<file path="src/rtl/cpu_pkg.sv">
`default_nettype none
// ============================================================================
// Module   : cpu_pkg
// Brief    : Shared opcode, ALU-code and step encodings for the bus CPU
//            control sequencer, plus the control-word type and decode helpers.
// Revision : 1.0 - initial release
// ============================================================================
package cpu_pkg;

    // Opcodes carried in IR[31:27]
    localparam logic [4:0] c_OP_LD   = 5'd0;
    localparam logic [4:0] c_OP_LDI  = 5'd1;
    localparam logic [4:0] c_OP_ST   = 5'd2;
    localparam logic [4:0] c_OP_ADD  = 5'd3;
    localparam logic [4:0] c_OP_SUB  = 5'd4;
    localparam logic [4:0] c_OP_AND  = 5'd5;
    localparam logic [4:0] c_OP_OR   = 5'd6;
    localparam logic [4:0] c_OP_SHR  = 5'd7;
    localparam logic [4:0] c_OP_SHRA = 5'd8;
    localparam logic [4:0] c_OP_SHL  = 5'd9;
    localparam logic [4:0] c_OP_ROR  = 5'd10;
    localparam logic [4:0] c_OP_ROL  = 5'd11;
    localparam logic [4:0] c_OP_ADDI = 5'd12;
    localparam logic [4:0] c_OP_ANDI = 5'd13;
    localparam logic [4:0] c_OP_ORI  = 5'd14;
    localparam logic [4:0] c_OP_MUL  = 5'd15;
    localparam logic [4:0] c_OP_DIV  = 5'd16;
    localparam logic [4:0] c_OP_NEG  = 5'd17;
    localparam logic [4:0] c_OP_NOT  = 5'd18;
    localparam logic [4:0] c_OP_BR   = 5'd19;
    localparam logic [4:0] c_OP_JR   = 5'd20;
    localparam logic [4:0] c_OP_JAL  = 5'd21;
    localparam logic [4:0] c_OP_IN   = 5'd22;
    localparam logic [4:0] c_OP_OUT  = 5'd23;
    localparam logic [4:0] c_OP_MFHI = 5'd24;
    localparam logic [4:0] c_OP_MFLO = 5'd25;
    localparam logic [4:0] c_OP_NOP  = 5'd26;
    localparam logic [4:0] c_OP_HALT = 5'd27;

    // ALU operation codes (equal to the matching opcode)
    localparam logic [4:0] c_ALU_NONE = 5'd0;
    localparam logic [4:0] c_ALU_ADD  = 5'd3;
    localparam logic [4:0] c_ALU_AND  = 5'd5;
    localparam logic [4:0] c_ALU_OR   = 5'd6;

    // Sequencer step encodings
    localparam logic [3:0] c_STEP_T0    = 4'd0;
    localparam logic [3:0] c_STEP_T1    = 4'd1;
    localparam logic [3:0] c_STEP_T2    = 4'd2;
    localparam logic [3:0] c_STEP_T3    = 4'd3;
    localparam logic [3:0] c_STEP_T4    = 4'd4;
    localparam logic [3:0] c_STEP_T5    = 4'd5;
    localparam logic [3:0] c_STEP_T6    = 4'd6;
    localparam logic [3:0] c_STEP_T7    = 4'd7;
    localparam logic [3:0] c_STEP_HALT  = 4'd14;
    localparam logic [3:0] c_STEP_RESET = 4'd15;

    // Instruction families sharing one execute sequence
    typedef enum logic [3:0] {
        c_CLS_ALU, c_CLS_UNARY, c_CLS_IMM, c_CLS_LDI,
        c_CLS_LD, c_CLS_ST, c_CLS_MULDIV, c_CLS_BR,
        c_CLS_JR, c_CLS_JAL, c_CLS_IN, c_CLS_OUT,
        c_CLS_MFHI, c_CLS_MFLO, c_CLS_NOP, c_CLS_HALT
    } op_class_t;

    // Full control word: datapath strobes plus sequencing flags
    typedef struct packed {
        logic       pc_out;
        logic       zhigh_out;
        logic       zlow_out;
        logic       hi_out;
        logic       lo_out;
        logic       inport_out;
        logic       c_out;
        logic       mdr_out;
        logic       ba_out;
        logic       gra;
        logic       grb;
        logic       grc;
        logic       r_in;
        logic       r_out;
        logic       link_sel;
        logic       mar_in;
        logic       pc_in;
        logic       mdr_in;
        logic       ir_in;
        logic       y_in;
        logic       hi_in;
        logic       lo_in;
        logic       zhigh_in;
        logic       zlow_in;
        logic       con_in;
        logic       outport_in;
        logic       inc_pc;
        logic       read;
        logic       write;
        logic [4:0] alu_op;
        logic       mem_step;   // step completes only on a memory handshake
        logic       seq_end;    // last step of the instruction
        logic       halt_req;   // halt instruction reached its execute step
    } ctrl_t;

    function automatic op_class_t classify(input logic [4:0] op);
        op_class_t cls;
        cls = c_CLS_NOP;
        case (op)
            c_OP_LD:   cls = c_CLS_LD;
            c_OP_LDI:  cls = c_CLS_LDI;
            c_OP_ST:   cls = c_CLS_ST;
            c_OP_ADD, c_OP_SUB, c_OP_AND, c_OP_OR, c_OP_SHR,
            c_OP_SHRA, c_OP_SHL, c_OP_ROR, c_OP_ROL:
                       cls = c_CLS_ALU;
            c_OP_ADDI, c_OP_ANDI, c_OP_ORI:
                       cls = c_CLS_IMM;
            c_OP_MUL, c_OP_DIV:
                       cls = c_CLS_MULDIV;
            c_OP_NEG, c_OP_NOT:
                       cls = c_CLS_UNARY;
            c_OP_BR:   cls = c_CLS_BR;
            c_OP_JR:   cls = c_CLS_JR;
            c_OP_JAL:  cls = c_CLS_JAL;
            c_OP_IN:   cls = c_CLS_IN;
            c_OP_OUT:  cls = c_CLS_OUT;
            c_OP_MFHI: cls = c_CLS_MFHI;
            c_OP_MFLO: cls = c_CLS_MFLO;
            c_OP_HALT: cls = c_CLS_HALT;
            default:   cls = c_CLS_NOP;   // nop and unused codes 28-31
        endcase
        return cls;
    endfunction

    // Immediate forms reuse the register-register ALU function
    function automatic logic [4:0] imm_alu(input logic [4:0] op);
        logic [4:0] code;
        case (op)
            c_OP_ANDI: code = c_ALU_AND;
            c_OP_ORI:  code = c_ALU_OR;
            default:   code = c_ALU_ADD;
        endcase
        return code;
    endfunction

endpackage
`default_nettype wire

</file>
<file path="src/rtl/control_decode.sv">
`default_nettype none
// ============================================================================
// Module   : control_decode
// Brief    : Purely combinational map {step, opcode, branch_flag} -> control
//            word. HALT/RESET and unused steps produce an all-zero word.
// Revision : 1.0 - initial release
// ============================================================================
module control_decode
    import cpu_pkg::*;
(
    input  logic [3:0] i_step,
    input  logic [4:0] i_opcode,
    input  logic       i_branch_flag,
    output ctrl_t      o_ctrl
);

    op_class_t w_cls;

    assign w_cls = classify(i_opcode);

    // Control word for the current step of the current instruction family
    always_comb begin
        o_ctrl = '0;
        case (i_step)
            c_STEP_T0: begin
                o_ctrl.pc_out  = 1'b1;
                o_ctrl.mar_in  = 1'b1;
                o_ctrl.inc_pc  = 1'b1;
                o_ctrl.zlow_in = 1'b1;
            end
            c_STEP_T1: begin
                o_ctrl.zlow_out = 1'b1;
                o_ctrl.pc_in    = 1'b1;
                o_ctrl.read     = 1'b1;
                o_ctrl.mdr_in   = 1'b1;
                o_ctrl.mem_step = 1'b1;
            end
            c_STEP_T2: begin
                o_ctrl.mdr_out = 1'b1;
                o_ctrl.ir_in   = 1'b1;
            end
            c_STEP_T3: begin
                case (w_cls)
                    c_CLS_ALU, c_CLS_IMM: begin
                        o_ctrl.grb = 1'b1; o_ctrl.r_out = 1'b1; o_ctrl.y_in = 1'b1;
                    end
                    c_CLS_UNARY: begin
                        o_ctrl.grb = 1'b1; o_ctrl.r_out = 1'b1; o_ctrl.zlow_in = 1'b1;
                        o_ctrl.alu_op = i_opcode;
                    end
                    c_CLS_LDI, c_CLS_LD, c_CLS_ST: begin
                        o_ctrl.grb = 1'b1; o_ctrl.ba_out = 1'b1; o_ctrl.y_in = 1'b1;
                    end
                    c_CLS_MULDIV: begin
                        o_ctrl.gra = 1'b1; o_ctrl.r_out = 1'b1; o_ctrl.y_in = 1'b1;
                    end
                    c_CLS_BR: begin
                        o_ctrl.gra = 1'b1; o_ctrl.r_out = 1'b1; o_ctrl.con_in = 1'b1;
                    end
                    c_CLS_JR: begin
                        o_ctrl.gra = 1'b1; o_ctrl.r_out = 1'b1; o_ctrl.pc_in = 1'b1;
                        o_ctrl.seq_end = 1'b1;
                    end
                    c_CLS_JAL: begin
                        o_ctrl.pc_out = 1'b1; o_ctrl.link_sel = 1'b1; o_ctrl.r_in = 1'b1;
                    end
                    c_CLS_IN: begin
                        o_ctrl.inport_out = 1'b1; o_ctrl.gra = 1'b1; o_ctrl.r_in = 1'b1;
                        o_ctrl.seq_end = 1'b1;
                    end
                    c_CLS_OUT: begin
                        o_ctrl.gra = 1'b1; o_ctrl.r_out = 1'b1; o_ctrl.outport_in = 1'b1;
                        o_ctrl.seq_end = 1'b1;
                    end
                    c_CLS_MFHI: begin
                        o_ctrl.hi_out = 1'b1; o_ctrl.gra = 1'b1; o_ctrl.r_in = 1'b1;
                        o_ctrl.seq_end = 1'b1;
                    end
                    c_CLS_MFLO: begin
                        o_ctrl.lo_out = 1'b1; o_ctrl.gra = 1'b1; o_ctrl.r_in = 1'b1;
                        o_ctrl.seq_end = 1'b1;
                    end
                    c_CLS_HALT: o_ctrl.halt_req = 1'b1;
                    default:    o_ctrl.seq_end  = 1'b1;
                endcase
            end
            c_STEP_T4: begin
                case (w_cls)
                    c_CLS_ALU: begin
                        o_ctrl.grc = 1'b1; o_ctrl.r_out = 1'b1; o_ctrl.zlow_in = 1'b1;
                        o_ctrl.alu_op = i_opcode;
                    end
                    c_CLS_UNARY: begin
                        o_ctrl.zlow_out = 1'b1; o_ctrl.gra = 1'b1; o_ctrl.r_in = 1'b1;
                        o_ctrl.seq_end = 1'b1;
                    end
                    c_CLS_IMM: begin
                        o_ctrl.c_out = 1'b1; o_ctrl.zlow_in = 1'b1;
                        o_ctrl.alu_op = imm_alu(i_opcode);
                    end
                    c_CLS_LDI, c_CLS_LD, c_CLS_ST: begin
                        o_ctrl.c_out = 1'b1; o_ctrl.zlow_in = 1'b1;
                        o_ctrl.alu_op = c_ALU_ADD;
                    end
                    c_CLS_MULDIV: begin
                        o_ctrl.grb = 1'b1; o_ctrl.r_out = 1'b1;
                        o_ctrl.zlow_in = 1'b1; o_ctrl.zhigh_in = 1'b1;
                        o_ctrl.alu_op = i_opcode;
                    end
                    c_CLS_BR: begin
                        o_ctrl.pc_out = 1'b1; o_ctrl.y_in = 1'b1;
                    end
                    c_CLS_JAL: begin
                        o_ctrl.gra = 1'b1; o_ctrl.r_out = 1'b1; o_ctrl.pc_in = 1'b1;
                        o_ctrl.seq_end = 1'b1;
                    end
                    default: o_ctrl.seq_end = 1'b1;
                endcase
            end
            c_STEP_T5: begin
                case (w_cls)
                    c_CLS_ALU, c_CLS_IMM, c_CLS_LDI: begin
                        o_ctrl.zlow_out = 1'b1; o_ctrl.gra = 1'b1; o_ctrl.r_in = 1'b1;
                        o_ctrl.seq_end = 1'b1;
                    end
                    c_CLS_LD, c_CLS_ST: begin
                        o_ctrl.zlow_out = 1'b1; o_ctrl.mar_in = 1'b1;
                    end
                    c_CLS_MULDIV: begin
                        o_ctrl.zlow_out = 1'b1; o_ctrl.lo_in = 1'b1;
                    end
                    c_CLS_BR: begin
                        o_ctrl.c_out = 1'b1; o_ctrl.zlow_in = 1'b1;
                        o_ctrl.alu_op = c_ALU_ADD;
                    end
                    default: o_ctrl.seq_end = 1'b1;
                endcase
            end
            c_STEP_T6: begin
                case (w_cls)
                    c_CLS_LD: begin
                        o_ctrl.read = 1'b1; o_ctrl.mdr_in = 1'b1; o_ctrl.mem_step = 1'b1;
                    end
                    c_CLS_ST: begin
                        o_ctrl.gra = 1'b1; o_ctrl.r_out = 1'b1; o_ctrl.mdr_in = 1'b1;
                    end
                    c_CLS_MULDIV: begin
                        o_ctrl.zhigh_out = 1'b1; o_ctrl.hi_in = 1'b1;
                        o_ctrl.seq_end = 1'b1;
                    end
                    c_CLS_BR: begin
                        // Taken branch loads the computed target into PC
                        o_ctrl.zlow_out = 1'b1; o_ctrl.pc_in = i_branch_flag;
                        o_ctrl.seq_end = 1'b1;
                    end
                    default: o_ctrl.seq_end = 1'b1;
                endcase
            end
            c_STEP_T7: begin
                case (w_cls)
                    c_CLS_LD: begin
                        o_ctrl.mdr_out = 1'b1; o_ctrl.gra = 1'b1; o_ctrl.r_in = 1'b1;
                        o_ctrl.seq_end = 1'b1;
                    end
                    c_CLS_ST: begin
                        o_ctrl.write = 1'b1; o_ctrl.mem_step = 1'b1;
                        o_ctrl.seq_end = 1'b1;
                    end
                    default: o_ctrl.seq_end = 1'b1;
                endcase
            end
            default: ;  // HALT, RESET: everything idle
        endcase
    end

endmodule
`default_nettype wire

</file>
<file path="src/rtl/control_unit.sv">
`default_nettype none
// ============================================================================
// Module   : control_unit
// Brief    : Hardwired Moore control sequencer for the bus CPU datapath.
//            Fetch T0-T2, opcode-specific execute T3-T7, HALT and RESET states.
//            Optional memory wait/timeout support under `CU_MEM_WAIT_EN.
// Revision : 1.0 - initial release
// ============================================================================
module control_unit
    import cpu_pkg::*;
#(
    parameter int MEM_WAIT_MAX = 15
)(
    input  logic        Clock,
    input  logic        Clear,
    input  logic [31:0] IR,
    input  logic        branch_flag,
    input  logic        Stop,
    input  logic        mem_ready,
    output logic        PCout,
    output logic        ZHighout,
    output logic        Zlowout,
    output logic        HIout,
    output logic        LOout,
    output logic        InPortout,
    output logic        Cout,
    output logic        MDRout,
    output logic        BAout,
    output logic        Gra,
    output logic        Grb,
    output logic        Grc,
    output logic        Rin,
    output logic        Rout,
    output logic        link_sel,
    output logic        MARin,
    output logic        PCin,
    output logic        MDRin,
    output logic        IRin,
    output logic        Yin,
    output logic        HIin,
    output logic        LOin,
    output logic        ZHighIn,
    output logic        ZLowIn,
    output logic        CONin,
    output logic        OutPortin,
    output logic        IncPC,
    output logic        Read,
    output logic        Write,
    output logic [4:0]  alu_op,
    output logic        Run,
    output logic [3:0]  step,
    output logic        mem_timeout
);

    logic [3:0] r_step;
    logic [3:0] w_step_nxt;
    ctrl_t      w_ctrl;
    logic       w_mem_hold;     // memory step still waiting for completion
    logic       w_mem_expire;   // wait budget exhausted on this edge
    logic       w_unused;

    control_decode u_decode (
        .i_step        (r_step),
        .i_opcode      (IR[31:27]),
        .i_branch_flag (branch_flag),
        .o_ctrl        (w_ctrl)
    );

`ifdef CU_MEM_WAIT_EN
    localparam int c_WAIT_W = (MEM_WAIT_MAX > 1) ? $clog2(MEM_WAIT_MAX) : 1;

    logic [c_WAIT_W-1:0] r_wait_cnt;
    logic [c_WAIT_W-1:0] w_wait_cnt_nxt;
    logic                r_mem_timeout;

    assign w_mem_hold   = w_ctrl.mem_step & ~mem_ready;
    assign w_mem_expire = w_mem_hold & (r_wait_cnt == c_WAIT_W'(MEM_WAIT_MAX - 1));
    assign w_wait_cnt_nxt = (w_mem_hold && !w_mem_expire) ? r_wait_cnt + 1'b1 : '0;

    // Wait-cycle counter and sticky timeout flag
    always_ff @(posedge Clock or negedge Clear) begin
        if (!Clear) begin
            r_wait_cnt    <= '0;
            r_mem_timeout <= 1'b0;
        end else begin
            r_wait_cnt <= w_wait_cnt_nxt;
            if (w_mem_expire) begin
                r_mem_timeout <= 1'b1;
            end
        end
    end

    assign mem_timeout = r_mem_timeout;
    assign w_unused    = &{1'b0, IR[26:0]};
`else
    // Memory steps always complete in a single clock
    assign w_mem_hold   = 1'b0;
    assign w_mem_expire = 1'b0;
    assign mem_timeout  = 1'b0;
    assign w_unused     = &{1'b0, IR[26:0], mem_ready, (MEM_WAIT_MAX != 0)};
`endif

    // Step register; Clear forces RESET immediately
    always_ff @(posedge Clock or negedge Clear) begin
        if (!Clear) begin
            r_step <= c_STEP_RESET;
        end else begin
            r_step <= w_step_nxt;
        end
    end

    // Next step: advance, hold on memory wait, return to T0 or halt
    always_comb begin
        w_step_nxt = r_step;
        case (r_step)
            c_STEP_RESET: w_step_nxt = Stop ? c_STEP_HALT : c_STEP_T0;
            c_STEP_HALT:  w_step_nxt = c_STEP_HALT;
            default: begin
                if (w_ctrl.halt_req || w_mem_expire) begin
                    w_step_nxt = c_STEP_HALT;
                end else if (w_mem_hold) begin
                    w_step_nxt = r_step;
                end else if (w_ctrl.seq_end) begin
                    // Stop is honoured only between instructions
                    w_step_nxt = Stop ? c_STEP_HALT : c_STEP_T0;
                end else begin
                    w_step_nxt = r_step + 4'd1;
                end
            end
        endcase
    end

    // Moore outputs straight from the decoded control word
    always_comb begin
        PCout     = w_ctrl.pc_out;
        ZHighout  = w_ctrl.zhigh_out;
        Zlowout   = w_ctrl.zlow_out;
        HIout     = w_ctrl.hi_out;
        LOout     = w_ctrl.lo_out;
        InPortout = w_ctrl.inport_out;
        Cout      = w_ctrl.c_out;
        MDRout    = w_ctrl.mdr_out;
        BAout     = w_ctrl.ba_out;
        Gra       = w_ctrl.gra;
        Grb       = w_ctrl.grb;
        Grc       = w_ctrl.grc;
        Rin       = w_ctrl.r_in;
        Rout      = w_ctrl.r_out;
        link_sel  = w_ctrl.link_sel;
        MARin     = w_ctrl.mar_in;
        PCin      = w_ctrl.pc_in;
        MDRin     = w_ctrl.mdr_in;
        IRin      = w_ctrl.ir_in;
        Yin       = w_ctrl.y_in;
        HIin      = w_ctrl.hi_in;
        LOin      = w_ctrl.lo_in;
        ZHighIn   = w_ctrl.zhigh_in;
        ZLowIn    = w_ctrl.zlow_in;
        CONin     = w_ctrl.con_in;
        OutPortin = w_ctrl.outport_in;
        IncPC     = w_ctrl.inc_pc;
        Read      = w_ctrl.read;
        Write     = w_ctrl.write;
        alu_op    = w_ctrl.alu_op;
        Run       = (r_step <= c_STEP_T7);
        step      = r_step;
    end

endmodule
`default_nettype wire

</file>
<file path="config.mk">
export PLATFORM = sky130hd
export DESIGN_NAME = control_unit
export DESIGN_NICKNAME = d
export VERILOG_FILES = /design/src/rtl/cpu_pkg.sv /design/src/rtl/control_decode.sv /design/src/rtl/control_unit.sv
export SDC_FILE = /design/constraint.sdc
export NUM_CORES = 1
export LEC_CHECK = 0
export ABC_AREA = 1
export CAP_MARGIN = 30
export CORE_ASPECT_RATIO = 1.2
export CORE_UTILIZATION = 38
export CTS_CLUSTER_DIAMETER = 80
export DETAILED_ROUTE_END_ITERATION = 8
export PLACE_DENSITY = 0.81
export SETUP_SLACK_MARGIN = 0.1
export SLEW_MARGIN = 10
export SYNTH_ARGS = -nofsm -noshare
export SYNTH_HDL_FRONTEND = slang
export SYNTH_HIERARCHICAL = 1
export SYNTH_SLANG_ARGS = --single-unit
</file>
<file path="constraint.sdc">
create_clock -name Clock -period 2.6 [get_ports Clock]
set_input_delay 0.39 -clock Clock [delete_from_list [all_inputs] [get_ports Clock]]
set_output_delay 0.39 -clock Clock [all_outputs]
set_load 0.03 [all_outputs]
</file>
* Yosys cells after proc, flatten, opt, wreduce, memory -nomap -nowiden
Memory sizes are Yosys's and may differ from the RTL's.
Cells that the tools add are included.
W data, S select, Z words.
** Cells by class
- Add/sub/neg operators :: 1
- Order comparisons :: 1
- Eq/ne operators :: 25
- Muxes and demuxes :: 65
- Reduce and logical (&&, ||, !) cells :: 17
** Operators by type and width (count)
- $mux W1 :: 39
- $eq A4 B4 Y1 const B :: 9
- $eq A4 B3 Y1 const B :: 8
- $pmux W5 S3 :: 2
- $reduce_or A7 Y1 :: 3
- $eq A4 B2 Y1 const B :: 4
- $pmux W1 S4 :: 4
- $pmux W1 S2 :: 7
- $mux W4 :: 3
- $reduce_or A4 Y1 :: 3
- $reduce_or A6 Y1 :: 2
- $eq A5 B4 Y1 const B :: 2
- $pmux W1 S5 :: 2
- $reduce_or A10 Y1 :: 1
- $reduce_or A3 Y1 :: 3
- $eq A4 B1 Y1 const B :: 2
- $logic_not A4 Y1 :: 2
- $pmux W4 S2 :: 1
- $pmux W1 S3 :: 2
- $pmux W3 S2 :: 1
- $reduce_or A2 Y1 :: 3
- $mux W5 :: 1
- $add A4 B1 Y4 const B :: 1
- $le A4 B3 Y1 const B :: 1
- 2 further kinds :: 3
** Storage, ports and cells
- Register bits after elaboration :: 4
- ROM bits :: 128
- Input port bits :: 37
- Output and inout bits :: 40
- Word-level logic and storage cells :: 111
- Memories kept :: 1
** Memories
- (name not given) :: depth 32, width 4, read ports 1, clocked after memory_dff 0, wr ports 0, line cpu_pkg.sv:106 : case (op)

* Depth between registers and ports, before layout
Gate-level depths: netlist (run 1).
An unclocked memory read counts as a cell.
- Word-level depth :: 8
- Gate-level depth with buffers :: 19
- Gate-level depth less buffers :: 19

* By module
Netlist (run 1), hierarchy kept.
** By module, submodules not included
- control_decode :: instances 1, cells an instance 204, area each 997.2 um2, sequential area each 0.0 um2
- control_unit :: instances 1, cells an instance 40, area each 287.8 um2, sequential area each 105.1 um2

* Worst setup path before layout (run 1)
No wires, ideal clock.
- Path type :: flip-flop to output port
- Start :: reg r_step[1], in the netlist step[1]
- End :: out Rin
- Arrival time :: 2.320 ns
- Data required time :: 2.210 ns
- Slack :: -0.110 ns
- Cell stages (with the launch flop) :: 7
- Path buffers :: 2
- Path through :: dfstp_2 buf_2 nand3_1 clkbuf_1 nor3_1 nor3_1 nand2_1
** On the way
- Cells in the longest elaborated chain, start to end :: 2
- Elaborated cells on any way between the ends :: 5
- Those cells by class :: 4 x eq/ne; 1 x mux
** Ends and longest elaborated chain
- start: declaration :: line control_unit.sv:55 : logic [3:0] r_step;
- start signal: assignment :: line control_unit.sv:106 : r_step <= c_STEP_RESET;
- start signal: assignment :: line control_unit.sv:108 : r_step <= w_step_nxt;
- $eq A4 B3 Y1 (tied with other cells)
- $pmux W1 S4 * :: line control_decode.sv:24 : case (i_step)
- end: declaration :: line control_unit.sv:32 : output logic Rin,
Every way passes the cells marked *; elsewhere a longest branch is shown, timed or not.

* Final worst setup path (run 1)
- Start :: in IR[28]
- End :: out Zlowout
** On the way
- Cells in the longest elaborated chain, start to end :: 5
- Elaborated cells on any way between the ends :: 14
- Those cells by class :: 7 x eq/ne; 4 x mux; 2 x reduce/logical; 1 x memory
** Ends and longest elaborated chain
- start: declaration :: line control_unit.sv:16 : input logic [31:0] IR,
- $mem_v2 Z32 W4 *
- $eq A4 B2 Y1 (tied with other cells) :: line control_decode.sv:121 : case (w_cls)
- $reduce_or A6 Y1 (no line)
- $mux W1 :: line control_decode.sv:121
- $pmux W1 S4 * :: line control_decode.sv:24
- end: declaration :: line control_unit.sv:22 : output logic Zlowout,
Marks and branches as above.

==> results of run 1 <==
-- power by group --
part | internal, mW | switching (mW) | leakage [nW] | total [mW]
Clock | 0.0515 | 0.0232 | 0.0138 | 0.0746
Sequential | 0.127 | 0.0890 | 0.0420 | 0.216
Combinational | 0.480 | 0.792 | 1.19 | 1.27
Total | 0.659 | 0.904 | 1.24 | 1.56
-- final timing paths --
kind	startpoint	cells past startpoint	slack, ps	to
worst min register to register	step[3]$_DFF_PN1_	4	650	step[3]$_DFF_PN1_
worst max-delay path	IR[28]	14	230	Zlowout
worst min-delay path	Clear	1	560	step[0]$_DFF_PN1_
max in group asynchronous	Clear	1	2010	step[3]$_DFF_PN1_
worst max register to register	step[2]$_DFF_PN1_	16	330	step[3]$_DFF_PN1_
min in group Clock	step[3]$_DFF_PN1_	4	650	step[3]$_DFF_PN1_
-- per-layer routing --
| metal | global-route usage | wire length (µm) | vias to the layer above |
|---|---|---|---|
| li1 | - | - | 949 |
| met1 | 0.282 | 1830 | 889 |
| met2 | 0.498 | 2690 | 88 |
| met3 | 0.0370 | 275 | 10 |
| met4 | 0.0938 | 97 | 0 |
| met5 | 0 | 0 | - |
-- area by class of cell --
type,instances,area share
flip-flops and latches,4,0.0454
clock buffers,3,0.00973
well taps,36,0.0195
multi-input cells,193,0.536
repair buffers,90,0.319
inverters,43,0.0708
-- metrics by stage --
stage               area, µm²  total power, mW  hold WS, ps  TNS, ps
floorplan                1300            0.974          242        0
global placement         1990             1.37          648    -4600
detailed placement       1990             1.38          650    -5840
CTS                      2210             1.52          557        0
global route             2310             1.69          582        0
finish                   2310             1.56          561        0
-- cell usage in the layout, fill, tap and decap left out, drive strengths merged --
cell            n
a21oi           7
buf            76
clkbuf          6
clkdlybuf4s50  10
conb            1
dfstp           4
dlymetal6s2s    1
ha              6
inv            43
nand2          82
nand3          22
nand3b          1
nand4           4
nor2           41
nor3           12
nor4            4
o211ai          2
o21ai          11
-- worst max-delay path, delay by kind of cell --
family                     cells  cell delay, ps
adders and majority gates      1             170
buffers and inverters          5             530
and+or+nand+nor                8             900
-- what timing repair did --
action,CTS,global route
gates cloned,1,0
endpoints found under the setup margin,36,29
setup buffers,4,2
resized for setup,49,35
pin swaps,16,18
==> results.sh, run 1 <==
export IMPL_outcome="finished, final reports clean"
export IMPL_synth_avg_cell_area_um2=5.26
export IMPL_grt_usage=0.265
export IMPL_start_util=0.407
export IMPL_antenna_found_initial=0
export IMPL_hold_viol=0
export IMPL_multi_input_area_mm2=0.00124
export IMPL_startpoint_type="input pin"
export IMPL_drive_above_1_share=0.492
export IMPL_grt_pass1_vias=1762
export IMPL_dp_hpwl_mm=3.46
export IMPL_power_leakage_nw=1.24
export IMPL_fp_row_count=22
export IMPL_criticalPathCategory="in -> out"
export IMPL_first_iter_violations=79
export IMPL_nets=378
export IMPL_cpMostUsedCell="buf_6"
export IMPL_final_cells=369
export IMPL_viasPerCell=5.25
export IMPL_gp_congestion=0.875
export IMPL_setup_slack_ps=225
export IMPL_hold_class="in -> async"
export IMPL_netlist_area_mm2=0.00128
export IMPL_num_antenna_cells=0
export IMPL_rsz0062_at_grt="false"
export IMPL_maxCapViolCount=0
export IMPL_cts_sinks=4
export IMPL_clkTransAtPathRegs_ps=40
export IMPL_remaining_drc_errors=0
export IMPL_ir_worst_vdd_uv=760
export IMPL_avgRoutedWirePerCell_um=13.2
export IMPL_area_growth_pct=80.9
export IMPL_fin_skew_ps=6.08
export IMPL_io_pins=77
export IMPL_cts_root_buf="clkbuf_4"
export IMPL_grt_max_degree=14
export IMPL_crit_chain="clkbuf_2, buf_6, ha_2, inv_1, nand2_1, nand2_2, nand3_4, nand2_4, buf_6, nand4_1, nor2_2, nor2_1, nand3_1, buf_6"
export IMPL_yosys_warnings=6
export IMPL_fill_cells=248
export IMPL_finalCritPeriodShare=0.913
export IMPL_cp_end_kind="output pin"
export IMPL_postCtsHoldBufs=0
export IMPL_fmax_mhz=421
export IMPL_vias=1936
export IMPL_fp_dieW_um=55.0
export IMPL_cts_inserted_buffers=3
export IMPL_routed_wl_mm=4.89
export IMPL_insertion_delay_ps=230
export IMPL_synthCells=243
export IMPL_cp_data_required_time_ps=2210
export IMPL_largest_reg_flops=4
export IMPL_dpl_worst_slack_ps=-277
export IMPL_critPathArrivalTime_ps=1980
export IMPL_power_density_mw_per_mm2=676
export IMPL_antenna_left=0
export IMPL_dpl_cell_count=359
export IMPL_clk_path_buf_depth=2
export IMPL_grt_pass1_wl_mm=7.27
export IMPL_core_mm2=0.00314
export IMPL_die_h_um=65.5
export IMPL_die_area_mm2=0.00360
export IMPL_finish_utilization=0.737
export IMPL_portBuffers=47
export IMPL_cts_tree="yes"
export IMPL_register_area_um2=105
export IMPL_slowest_delay_ps=210
export IMPL_drv_slew=0
export IMPL_slowest_stage="nor2_2"
export IMPL_period_minus_slack_ps=2370
export IMPL_firstDrtPassIters=4
export IMPL_syn_nets=286
export IMPL_cp_max_fo=4
export IMPL_h_tree_depth=1
export IMPL_setup_viol=0
export IMPL_grt_ovfl_total=0
Note: power is estimated with default switching activity, not from simulation.
==> inputs of run 2 (changes only) <==
CELL_PAD_IN_SITES_DETAIL_PLACEMENT = 2   (was unset)
CELL_PAD_IN_SITES_GLOBAL_PLACEMENT = 2   (was unset)
CORE_UTILIZATION = 17   (was 38)
PLACE_DENSITY = unset   (was 0.81)
PLACE_DENSITY_LB_ADDON = 0.1   (was unset)
==> results.sh, run 2 (synthesis gave the netlist of run 1 again) <==
export IMPL_final_cells=441
export IMPL_start_util=0.176
export IMPL_slowest_delay_ps=220
export IMPL_grt_pass1_vias=2193
export IMPL_nets=396
export IMPL_switching_share=0.558
export IMPL_grt_ovfl_total=0
export IMPL_clk_path_buf_depth=2
export IMPL_critPathTopFamily="simple AND/OR/NAND/NOR gates"
export IMPL_antenna_left=0
export IMPL_layout_commonest_cell="buf_4"
export IMPL_power_leakage_nw=1.36
export IMPL_area_growth_pct=104
export IMPL_insertion_delay_ps=210
export IMPL_num_antenna_cells=0
export IMPL_reg2reg_from="step[2]$_DFF_PN1_"
export IMPL_path_buf_inv=4
export IMPL_gp_congestion=0.740
export IMPL_fill_cells=901
export IMPL_net_switching_power_uw=974
export IMPL_grt_pass1_wl_mm=10.6
export IMPL_firstDrtPassIters=3
export IMPL_dpl_instance_area_mm2=0.00219
export IMPL_cpMostUsedCell="buf_6"
export IMPL_rsz0062_at_grt="false"
export IMPL_fmax_mhz=417
export IMPL_dp_hpwl_mm=5.37
export IMPL_routed_wl_mm=6.50
export IMPL_cts_inserted_buffers=3
export IMPL_intPower_uw=773
export IMPL_drv_slew=0
export IMPL_design_area_mm2=0.00261
export IMPL_fp_dieW_um=81.2
export IMPL_io_pins=77
export IMPL_avgRoutedWirePerCell_um=14.7
export IMPL_p_clk_frac=0.072
export IMPL_vias=1950
export IMPL_crit_chain="buf_2, buf_6, ha_2, nand3_1, nand3_4, nand2_4, buf_6, nand4_1, nor2_2, nor2_1, nand3_1, buf_6"
export IMPL_hold_viol=0
export IMPL_postCtsHoldBufs=0
export IMPL_fin_skew_ps=1.74
export IMPL_cts_root_buf="clkbuf_8"
export IMPL_crit_start="IR[27]"
export IMPL_period_minus_slack_ps=2400
export IMPL_layout_common_cells="buf_4, nand2_1, inv_1"
export IMPL_power_density_mw_per_mm2=670
export IMPL_drive_above_1_share=0.536
export IMPL_viasPerCell=4.42
export IMPL_cts_tree="yes"
export IMPL_hold_class="in -> async"
export IMPL_fp_row_count=34
export IMPL_portBuffers=47
export IMPL_ir_worst_vdd_uv=548
export IMPL_cts_sinks=4
export IMPL_critPathArrivalTime_ps=2010
export IMPL_grt_max_degree=10
export IMPL_antenna_found_initial=0
export IMPL_cp_max_fo=5
export IMPL_startpoint_type="input pin"
export IMPL_core_mm2=0.00727
export IMPL_criticalPathCategory="in -> out"
export IMPL_remaining_drc_errors=0
export IMPL_slowest_stage="nand4_1"
export IMPL_outcome="finished, final reports clean"
export IMPL_clkTransAtPathRegs_ps=30
export IMPL_finalCritPeriodShare=0.922
export IMPL_grt_usage=0.172
export IMPL_setup_viol=0
export IMPL_timing_hold_ws_ps=592
export IMPL_first_iter_violations=54
export IMPL_die_area_mm2=0.00787
export IMPL_largest_reg_flops=4
export IMPL_dpl_cell_count=431
export IMPL_p_comb_frac=0.825
export IMPL_cp_end_kind="output pin"
export IMPL_finalPower_mw=1.75
export IMPL_maxCapViolCount=0
export IMPL_cp_data_required_time_ps=2210
export IMPL_sequentialPowerShare=0.103
export IMPL_die_h_um=97.0
export IMPL_h_tree_depth=1
## run 2: changes by cell type in the layout (fill, tap and decap cells not counted), sizes merged
| cell | delta |
|---|---|
| dlygate4sd2 | +1 |
| clkbuf | -2 |
| buf | +21 |
| nand2 | -1 |
| dlymetal6s2s | -1 |
## run 2: what timing repair did
action                     4_1_cts  5_1_grt
resized for setup               75       30
setup buffers                    3        4
pin swaps                       20       14
setup endpoints to repair       36       23
## run 2: final timing paths
path	depth (start not counted)	slack [ps]	end
setup reg to reg	15	440	step[3]$_DFF_PN1_
hold / removal	1	590	step[0]$_DFF_PN1_
min in group Clock	4	680	step[2]$_DFF_PN1_
hold reg to reg	4	680	step[2]$_DFF_PN1_
setup / recovery	12	200	PCin
max in group asynchronous	1	1980	step[3]$_DFF_PN1_
## run 2: final cells by class
type / count / area, µm² / area share
sequential: 4 / 105 / 0.0403
multi-input combinational: 192 / 1290 / 0.496
timing repair buffer: 109 / 892 / 0.342
inverter: 43 / 164 / 0.0628
tap: 90 / 113 / 0.0432
clock buffer: 3 / 41.3 / 0.0158
## run 2: layer usage
layer  vias up  part of all wire  global-route usage
met5         -                 0                   0
met4         0                 0             0.00824
met3         0             0.020              0.0113
met2        28              0.54               0.330
met1       944              0.44               0.211
li1        978                 -                   -
## run 2: worst register-to-register path, delay by kind of cell (launching register included)
family	cells	cell delay, ps
AND/OR/NAND/NOR	10	920
buffers and inverters	4	560
flip-flops	1	530
AO/OA/AOI/OAI	1	90
## run 2: power groups by stage
stage	Combinational, mW	Clock [mW]	Sequential, mW
4_1_cts	1.42	0.131	0.183
3_3_place_gp	1.33	0	0.184
5_1_grt	1.59	0.136	0.187
2_1_floorplan	0.727	0	0.247
3_5_place_dp	1.34	0	0.183
6_report	1.44	0.126	0.179
## run 2: metrics by stage
step                 util  worst slack (ps)  setup TNS (ps)
global placement    0.301              -376           -9150
finish              0.359               202               0
floorplan               -               159               0
detailed placement  0.301              -365           -9000
CTS                 0.341               114               0
global route        0.359              66.8               0
==> inputs of run 3 (changes only) <==
ABC_AREA = unset   (was 1)
CORE_UTILIZATION = 32   (was 17)
DONT_BUFFER_PORTS = 1   (was unset)
==> results.sh, run 3 <==
export IMPL_outcome="aborted with a tool error"
export IMPL_lastStage="4_1_cts"
export IMPL_error="[ERROR DPL-0033] detailed placement checks failed during check placement."
export IMPL_io_pins=77
export IMPL_yosys_warnings=6
export IMPL_cts_inserted_buffers=3
export IMPL_fp_row_count=25
export IMPL_cts_resized=92
export IMPL_synthCells=199
export IMPL_fp_dieW_um=61.5
export IMPL_start_util=0.339
export IMPL_clk_path_buf_depth=2
export IMPL_netlist_area_mm2=0.00136
export IMPL_postCtsSetupRepairBufs=21
export IMPL_gp_congestion=0.824
export IMPL_portBuffers=0
export IMPL_syn_nets=242
export IMPL_synth_avg_cell_area_um2=6.82
export IMPL_die_h_um=73.4
export IMPL_cts_root_buf="clkbuf_8"
export IMPL_cts_sinks=4
export IMPL_postCtsHoldBufs=0
export IMPL_h_tree_depth=1
export IMPL_dp_hpwl_mm=5.98
export IMPL_dpl_worst_slack_ps=-335
## run 3: through the flow
step           cells  area, µm²
2_1_floorplan    199       1470
3_3_place_gp     317       2080
3_5_place_dp     317       2080
==> inputs of run 4 (changes only) <==
CELL_PAD_IN_SITES_DETAIL_PLACEMENT = unset   (was 2)
CELL_PAD_IN_SITES_GLOBAL_PLACEMENT = unset   (was 2)
CORE_ASPECT_RATIO = unset   (was 1.2)
CORE_UTILIZATION = 25   (was 32)
CTS_CLUSTER_DIAMETER = unset   (was 80)
PLACE_DENSITY_LB_ADDON = 0.15   (was 0.1)
SETUP_SLACK_MARGIN = unset   (was 0.1)
==> results.sh, run 4 <==
export IMPL_firstDrtPassIters=4
export IMPL_fp_row_count=26
export IMPL_netlist_area_mm2=0.00136
export IMPL_crit_chain="clkinvlp_4, ha_4, or4b_4, o2111a_2, o21ai_2, or3_4, nand2_2, a211o_1, buf_12"
export IMPL_p_clk_frac=0.093
export IMPL_synthCells=199
export IMPL_cp_data_required_time_ps=2210
export IMPL_slowest_stage="or4b_4"
export IMPL_viasPerCell=5.13
export IMPL_power_density_mw_per_mm2=556
export IMPL_period_minus_slack_ps=2670
export IMPL_cts_tree="yes"
export IMPL_area_growth_pct=80.9
export IMPL_antenna_found_initial=0
export IMPL_cts_sinks=4
export IMPL_fp_dieW_um=75.7
export IMPL_layout_common_cells="buf_4, nor2_1, nand2_1"
export IMPL_dp_hpwl_mm=4.05
export IMPL_insertion_delay_ps=210
export IMPL_yosys_warnings=6
export IMPL_vias=1792
export IMPL_largest_reg_flops=4
export IMPL_maxSlewHeadroom=0.615
export IMPL_cp_end_kind="output pin"
export IMPL_slowest_delay_ps=510
export IMPL_start_util=0.262
export IMPL_nets=324
export IMPL_rsz0062_at_grt="true"
export IMPL_drive_above_1_share=0.595
export IMPL_layout_commonest_cell="buf_4"
export IMPL_grt_pass1_wl_mm=8.18
export IMPL_routed_wl_mm=5.36
export IMPL_drv_slew=0
export IMPL_worst_pin_slew_ps=577
export IMPL_sequentialPowerShare=0.141
export IMPL_die_area_mm2=0.00573
export IMPL_hold_class="in -> async"
export IMPL_outcome="finished, violations left"
export IMPL_ir_worst_vdd_uv=633
export IMPL_avgRoutedWirePerCell_um=15.4
export IMPL_cp_max_fo=7
export IMPL_violations="setup timing"
export IMPL_portBuffers=0
export IMPL_grt_pass1_vias=1666
export IMPL_intPower_uw=662
export IMPL_first_iter_violations=110
export IMPL_grt_ovfl_total=0
export IMPL_path_buf_inv=2
export IMPL_power_leakage_nw=1.06
export IMPL_p_comb_frac=0.766
export IMPL_synth_avg_cell_area_um2=6.82
export IMPL_grt_usage=0.185
export IMPL_fmax_mhz=375
export IMPL_io_pins=77
export IMPL_antenna_left=0
export IMPL_maxCapViolCount=0
export IMPL_gp_congestion=0.853
export IMPL_dpl_worst_slack_ps=-151
export IMPL_setup_slack_ps=-67.0
export IMPL_setup_viol=9
export IMPL_core_mm2=0.00517
export IMPL_design_area_mm2=0.00246
export IMPL_critPathTopFamily="simple AND/OR/NAND/NOR gates"
export IMPL_num_antenna_cells=0
export IMPL_dpl_instance_area_mm2=0.00211
export IMPL_fin_skew_ps=3.49
export IMPL_finalPower_mw=1.36
export IMPL_startpoint_type="input pin"
export IMPL_cts_inserted_buffers=3
export IMPL_grt_max_degree=22
export IMPL_critPathArrivalTime_ps=2280
export IMPL_finalCritPeriodShare=1.03
export IMPL_h_tree_depth=1
export IMPL_syn_nets=242
export IMPL_net_switching_power_uw=703
export IMPL_clkTransAtPathRegs_ps=30
export IMPL_criticalPathCategory="in -> out"
export IMPL_switching_share=0.515
export IMPL_cts_root_buf="clkbuf_8"
export IMPL_hold_viol=0
export IMPL_remaining_drc_errors=0
export IMPL_die_h_um=75.7
export IMPL_clk_path_buf_depth=2
[run 4: path summary, 6_finish.rpt]
check	startpoint	end	slack, ps	cells past startpoint
min in group Clock	Stop	step[3]$_DFF_PN1_	500	3
hold reg to reg	step[3]$_DFF_PN1_	step[3]$_DFF_PN1_	780	3
setup reg to reg	step[2]$_DFF_PN1_	step[1]$_DFF_PN1_	380	10
setup / recovery	IR[28]	alu_op[1]	-70	9
hold / removal	Clear	step[2]$_DFF_PN1_	20	0
max in group asynchronous	Clear	step[1]$_DFF_PN1_	2550	0
[run 4: repair_timing]
item | in CTS | in global routing
hold buffers | 0 | 0
gates resized for setup | 15 | 39
pin swaps | 7 | 8
endpoints found under the setup margin | 18 | 26
setup buffers | 6 | 3
endpoints found under the hold margin | 0 | 0
[run 4: worst register-to-register path, stage by stage (launching register included)]
cell,delay (ps)
dfstp_2,510
buf_4,210
nor2_1,100
and3_1,200
buf_4,170
nand2_1,70
a311oi_1,40
a211o_1,240
nor3b_2,150
mux2_4,290
a31oi_4,160
[run 4: power groups by stage]
stage / clock [mW] / combinational (mW) / sequential [mW]
2_1_floorplan: 0 / 0.544 / 0.241
3_3_place_gp: 0 / 0.897 / 0.184
3_5_place_dp: 0 / 0.897 / 0.185
4_1_cts: 0.131 / 0.924 / 0.187
5_1_grt: 0.133 / 1.12 / 0.204
6_report: 0.126 / 1.05 / 0.192
[run 4: per-layer routing]
layer | routed length (µm) | GRT usage
met5 | 0 | 0
met4 | 40 | 0.0267
met3 | 167 | 0.0198
met2 | 2670 | 0.319
met1 | 2480 | 0.253
[run 4: per-stage QoR]
stage | hold slack, ps | cells | TNS, ps | util
floorplan | 242 | 199 | -254 | -
global placement | 242 | 337 | -1180 | 0.408
detailed placement | 242 | 337 | -1060 | 0.408
CTS | 15.4 | 346 | -539 | 0.434
global route | 14.4 | 349 | -1530 | 0.475
finish | 21.6 | 349 | -327 | 0.475
[run 4: cell type report]
cell class,count,area [µm²]
Fill cell,508,2720
Multi-Input combinational cell,170,1410
Timing Repair Buffer,93,774
Sequential cell,4,105
Tap cell,70,87.6
Clock buffer,3,41.3
Inverter,9,37.5
